==> src/rtl/f33m_mult_arbiter.sv <==
`default_nettype none
`ifndef W3
`define W3 17
`endif
// ============================================================================
// Module   : f33m_mult_arbiter
// Purpose  : Round-robin sharing of one f33m_mult among four requesters,
//            with operand latching, product capture and a done watchdog.
// Revision : 1.0 - initial release
// ============================================================================
module f33m_mult_arbiter #(
  parameter int TMO = 2000
) (
  input  logic                 clk,
  input  logic                 reset,
  input  logic [3:0]           req,
  input  logic [4*(`W3+1)-1:0] a_bus,
  input  logic [4*(`W3+1)-1:0] b_bus,
  output logic [3:0]           gnt,
  output logic [3:0]           ack,
  output logic [`W3:0]         c,
  output logic                 busy,
  output logic                 err,
  output logic                 mult_reset,
  output logic [`W3:0]         mult_a,
  output logic [`W3:0]         mult_b,
  input  logic [`W3:0]         mult_c,
  input  logic                 mult_done
);

  localparam int          C_W        = `W3 + 1;
  localparam logic [15:0] C_CNT_LAST = 16'(TMO - 1);

  typedef enum logic [1:0] {
    S_IDLE  = 2'd0,
    S_START = 2'd1,
    S_WAIT  = 2'd2,
    S_DONE  = 2'd3
  } state_t;

  state_t         r_state;
  state_t         w_state_nxt;
  logic [1:0]     r_ptr;
  logic [1:0]     w_ptr_nxt;
  logic [15:0]    r_cnt;
  logic [15:0]    w_cnt_nxt;
  logic [3:0]     r_gnt;
  logic [3:0]     w_gnt_nxt;
  logic [3:0]     r_ack;
  logic [3:0]     w_ack_nxt;
  logic [C_W-1:0] r_c;
  logic [C_W-1:0] w_c_nxt;
  logic           r_busy;
  logic           w_busy_nxt;
  logic           r_err;
  logic           w_err_nxt;
  logic           r_mult_reset;
  logic           w_mult_reset_nxt;
  logic [C_W-1:0] r_mult_a;
  logic [C_W-1:0] w_mult_a_nxt;
  logic [C_W-1:0] r_mult_b;
  logic [C_W-1:0] w_mult_b_nxt;

  logic           w_found;
  logic [1:0]     w_win;
  logic [1:0]     w_idx;
  logic [C_W-1:0] w_a_win;
  logic [C_W-1:0] w_b_win;

  // Search starts just after the last winner so every requester gets a turn.
  always_comb begin
    w_found = 1'b0;
    w_win   = r_ptr;
    w_idx   = 2'd0;
    for (int k = 1; k <= 4; k++) begin
      w_idx = r_ptr + 2'(k);
      if (!w_found && req[w_idx]) begin
        w_found = 1'b1;
        w_win   = w_idx;
      end
    end
  end

  assign w_a_win = a_bus[int'(w_win)*C_W +: C_W];
  assign w_b_win = b_bus[int'(w_win)*C_W +: C_W];

  always_comb begin
    w_state_nxt      = r_state;
    w_ptr_nxt        = r_ptr;
    w_cnt_nxt        = r_cnt;
    w_gnt_nxt        = r_gnt;
    w_ack_nxt        = 4'b0000;
    w_c_nxt          = r_c;
    w_err_nxt        = r_err;
    w_mult_reset_nxt = 1'b1;
    w_mult_a_nxt     = r_mult_a;
    w_mult_b_nxt     = r_mult_b;

    case (r_state)
      S_IDLE: begin
        if (w_found) begin
          w_state_nxt  = S_START;
          w_gnt_nxt    = 4'b0001 << w_win;
          w_ptr_nxt    = w_win;
          w_mult_a_nxt = w_a_win;
          w_mult_b_nxt = w_b_win;
        end
      end
      S_START: begin
        w_cnt_nxt        = 16'd0;
        w_mult_reset_nxt = 1'b0;
        w_state_nxt      = S_WAIT;
      end
      S_WAIT: begin
        w_cnt_nxt = r_cnt + 16'd1;
        if (mult_done) begin
          w_c_nxt     = mult_c;
          w_ack_nxt   = 4'b0001 << r_ptr;
          w_state_nxt = S_DONE;
        end else if (r_cnt == C_CNT_LAST) begin
          // Abort keeps the previous product so downstream sees stale but valid data.
          w_err_nxt   = 1'b1;
          w_ack_nxt   = 4'b0001 << r_ptr;
          w_state_nxt = S_DONE;
        end else begin
          w_mult_reset_nxt = 1'b0;
        end
      end
      S_DONE: begin
        w_gnt_nxt   = 4'b0000;
        w_state_nxt = S_IDLE;
      end
      default: begin
        w_state_nxt = S_IDLE;
      end
    endcase

    w_busy_nxt = (w_state_nxt != S_IDLE);
  end

  always_ff @(posedge clk or negedge reset) begin
    if (!reset) begin
      r_state      <= S_IDLE;
      r_ptr        <= 2'd3;
      r_cnt        <= 16'd0;
      r_gnt        <= 4'b0000;
      r_ack        <= 4'b0000;
      r_c          <= '0;
      r_busy       <= 1'b0;
      r_err        <= 1'b0;
      r_mult_reset <= 1'b1;
      r_mult_a     <= '0;
      r_mult_b     <= '0;
    end else begin
      r_state      <= w_state_nxt;
      r_ptr        <= w_ptr_nxt;
      r_cnt        <= w_cnt_nxt;
      r_gnt        <= w_gnt_nxt;
      r_ack        <= w_ack_nxt;
      r_c          <= w_c_nxt;
      r_busy       <= w_busy_nxt;
      r_err        <= w_err_nxt;
      r_mult_reset <= w_mult_reset_nxt;
      r_mult_a     <= w_mult_a_nxt;
      r_mult_b     <= w_mult_b_nxt;
    end
  end

  assign gnt        = r_gnt;
  assign ack        = r_ack;
  assign c          = r_c;
  assign busy       = r_busy;
  assign err        = r_err;
  assign mult_reset = r_mult_reset;
  assign mult_a     = r_mult_a;
  assign mult_b     = r_mult_b;

endmodule
`default_nettype wire

==> config.mk <==
export PLATFORM = sky130hd
export DESIGN_NAME = f33m_mult_arbiter
export DESIGN_NICKNAME = d
export VERILOG_FILES = /design/src/rtl/f33m_mult_arbiter.sv
export SDC_FILE = /design/constraint.sdc
export NUM_CORES = 1
export LEC_CHECK = 0
export CELL_PAD_IN_SITES_DETAIL_PLACEMENT = 1
export CELL_PAD_IN_SITES_GLOBAL_PLACEMENT = 1
export CORE_MARGIN = 5
export CORE_UTILIZATION = 27
export CTS_CLUSTER_DIAMETER = 120
export DETAILED_ROUTE_END_ITERATION = 7
export MAX_ROUTING_LAYER = met4
export PLACE_DENSITY_LB_ADDON = 0.25
export SLEW_MARGIN = 20
export SYNTH_ARGS = -nofsm -noshare
export SYNTH_HDL_FRONTEND = slang
export SYNTH_SLANG_ARGS = --single-unit
==> constraint.sdc <==
create_clock -name clk -period 2.7 [get_ports clk]
set_clock_uncertainty 0.05 [all_clocks]
set_input_delay 0.54 -clock clk [delete_from_list [all_inputs] [get_ports clk]]
set_output_delay 0.54 -clock clk [all_outputs]
set_load 0.03 [all_outputs]
==> results.py <==
metrics = {
    "power_and_ir_drop": {
        "ir_drop_uv": 604,
        "p_int_mw": 5.47,
        "leakage_nw": 3.30,
        "total_power_mw": 10.0,
        "clkPwrFrac_pct": 13.1,
        "power_density_nw_per_um2": 1270,
        "p_sw_mw": 4.54,
        "seqPwrFrac_pct": 21.3,
        "switching_share_pct": 45.4,
        "power_frac_comb_pct": 65.6,
    },
    "logic_synthesis": {
        "syn_inst": 465,
        "synth.top_cell.area_share_pct": 43.3,
        "netlist_top_cells_area": "dfrtp_1 (43%), a221oi_2 (7.9%), mux2i_1 (7.8%)",
        "synth_edf_count": 0,
        "synth-seq-cells": 85,
        "yosysWarnings": 0,
        "synth_cell_types": 46,
        "synth_top_cell_by_area": "dfrtp_1",
        "yosysSeqAreaShare_pct": 45.0,
        "avgSynthCellArea_sq_um": 10.2,
        "async_flop_share_pct": 100,
        "synth_ff_type": "dfrtp_1",
        "synthesis.nets": 644,
        "syn_area_sq_um": 4740,
    },
    "place": {
        "dp_slack_ps": -109,
        "place_congestion": 0.932,
        "hpwlAfterDp_microns": 14600,
        "portBuffers": 233,
        "dp.cells": 929,
    },
    "critical_path": {
        "r2r_setup_slack_ps": 200,
        "worstSetupStartpointType": "flip-flop",
        "r2r-start": "r_ptr[0]",
        "setup.worst_path.end_class": "flip-flop",
        "worst-path-max-fanout": 8,
        "reg2reg_to": "mult_b[3]",
        "rr_worst_depth": 8,
        "critPathArrivalTime_ps": 2700,
        "crit_end": "mult_b[3]",
        "critPathKind": "reg -> reg",
        "crit_path_start": "r_ptr[0]",
        "cp_data_required_time_ps": 2890,
    },
    "die": {
        "io_pins": 234,
        "die_area_sq_um": 20300,
        "floorplan.initialDensity_pct": 27.5,
        "num_rows": 48,
        "coreArea_sq_um": 17200,
        "die_h_microns": 142,
        "die_w_microns": 142,
    },
    "final_layout": {
        "final_common_cell": "clkdlybuf4s50_1",
        "antenna_cells": 0,
        "seqCellArea_sq_um": 2130,
        "nNetsFinal": 894,
        "multi_input_area_sq_um": 2400,
        "fin_cells": 945,
        "utilization_pct": 45.6,
        "fillers": 1890,
        "drive_gt1_share_pct": 14.7,
        "layout-area-overhead-vs-synth_pct": 66.0,
        "final_cell_mix": "clkdlybuf4s50_1 (232), dfrtp_1 (82), nand2_1 (61), nor2_1 (49), a21oi_1 (48)",
    },
    "clock_tree": {
        "cts.sinks": 85,
        "clk_latency_ps": 350,
        "clk_pin_slew_ps": 70,
        "post_cts_resized": 0,
        "hold_buffers": 0,
        "numCtsBuffers": 9,
        "clockBufferDepth": 2,
        "cts_tree": "yes",
        "clockRootBuffer": "clkbuf_16",
        "htree_levels": 3,
        "postCtsSetupBuffers": 0,
    },
    "timing": {
        "rsz0062_at_grt": "false",
        "finalCritPeriodShare_pct": 92.7,
        "min_period_ps": 2500,
        "setup_viol": 0,
        "relSlewSlack_pct": 42.2,
        "tightestPinTransition_ps": 866,
        "finalMaxSlewViolations": 0,
        "final_hold_viol_count": 0,
        "layout_setup_ws_ps": 198,
        "fmax_mhz": 400,
    },
    "global_routing": {
        "grt_start_max_net_pins": 45,
        "grt_pass1_vias": 5273,
        "grt_pass1_wl_microns": 29000,
        "grt_usage_pct": 18.8,
        "antenna_found_initial": 0,
        "grt-ovfl-total": 0,
    },
    "drt": {
        "vias": 4622,
        "wire_per_inst_microns": 20.2,
        "drc_errors": 0,
        "drtAntennaViolNets": 0,
        "via_per_inst": 4.89,
        "wirelength_microns": 19100,
        "drtIter0Drc": 171,
        "dr.pass1.iters": 6,
    },
    "worst_hold_path": {
        "worst_hold_path_type": "in -> async",
    },
    "status": {
        "status": "finished clean",
    },
    "job": {
        "maxCapViolCount": 0,
    },
}
-- sequential cells by signal (all words and copies together) (netlist names) --
name        cells
ack             4
busy            1
c              18
err             1
gnt             4
mult_a         18
mult_b         18
mult_reset      1
r_cnt          16
r_ptr           2
r_state         2
-- through the flow --
step	TNS, ps	hold slack (ps)	instance area (sq um)
final	0	150	7860
after global routing	0	210	7860
after CTS	0	187	7860
after detailed placement	-1230	429	7560
after global placement	0	412	7560
after floorplan	0	194	4740
-- final cells by class --
class / count / share of cell area, %
tap: 225 / 3.58
timing repair buffer: 269 / 34.5
inverter: 11 / 0.525
clock buffer: 9 / 2.86
sequential: 85 / 27.1
clock inverter: 7 / 0.955
multi-input combinational: 339 / 30.5
-- synthesized netlist by cell type (6+ instances only) --
library cell,n
nor2_1,50
or3_1,6
nand3_1,6
inv_1,11
clkbuf_1,9
buf_2,13
a31oi_1,6
o21ai_0,12
mux2_2,18
a221oi_1,11
a21oi_1,48
a221oi_2,25
ha_1,10
dfrtp_1,82
mux2i_1,37
xor2_1,6
nand2_1,61
-- power by group through the flow --
stage | Clock (mW) | Combinational (mW) | Sequential (mW)
2_1_floorplan | 0 | 3.24 | 3.03
3_3_place_gp | 0 | 6.49 | 2.12
3_5_place_dp | 0 | 6.67 | 2.16
4_1_cts | 1.35 | 6.69 | 2.14
5_1_grt | 1.40 | 7.04 | 2.19
6_report | 1.31 | 6.57 | 2.13
-- per-layer routing --
layer | routed length (microns) | vias up | part of all wire, % | global-route usage (%)
li1 | - | 2180 | - | -
met1 | 7970 | 2240 | 42 | 22.0
met2 | 9390 | 176 | 49 | 31.8
met3 | 1240 | 26 | 6.5 | 4.33
met4 | 475 | 0 | 2.5 | 6.40
met5 | 0 | - | 0 | -
-- how the worst min path moves through the flow --
stage	from	end	slack, ps	cells after the start
after floorplan	reset	ack[0]	190	0
after detailed placement	err	err	430	2
after global routing	reset	ack[1]	210	1
final	reset	ack[1]	150	1
after CTS	reset	ack[1]	190	1
after global placement	err	err	410	2
-- cell families (layout without fill, tap and decap cells) --
kind of cell    count (synthesis)  after routing  synth area share (%)
buf+inv                        41            296                  4.94
xor+xnor                        6              6                  1.11
mux                            55             55                  12.1
simple gates                  152            152                  14.9
compound gates                116            116                  19.4
flops                          85             85                  45.0
fa+ha+maj                      10             10                  2.64
-- critical path: stages, from the launching register on --
cell and delay (ps):
dfstp_2 540, inv_1 50, ha_1 360, a31oi_1 190, a32oi_2 90, or3_4 500, buf_4 220, mux2i_1 130
a221oi_1 260
(Power assumes the default switching activity.)
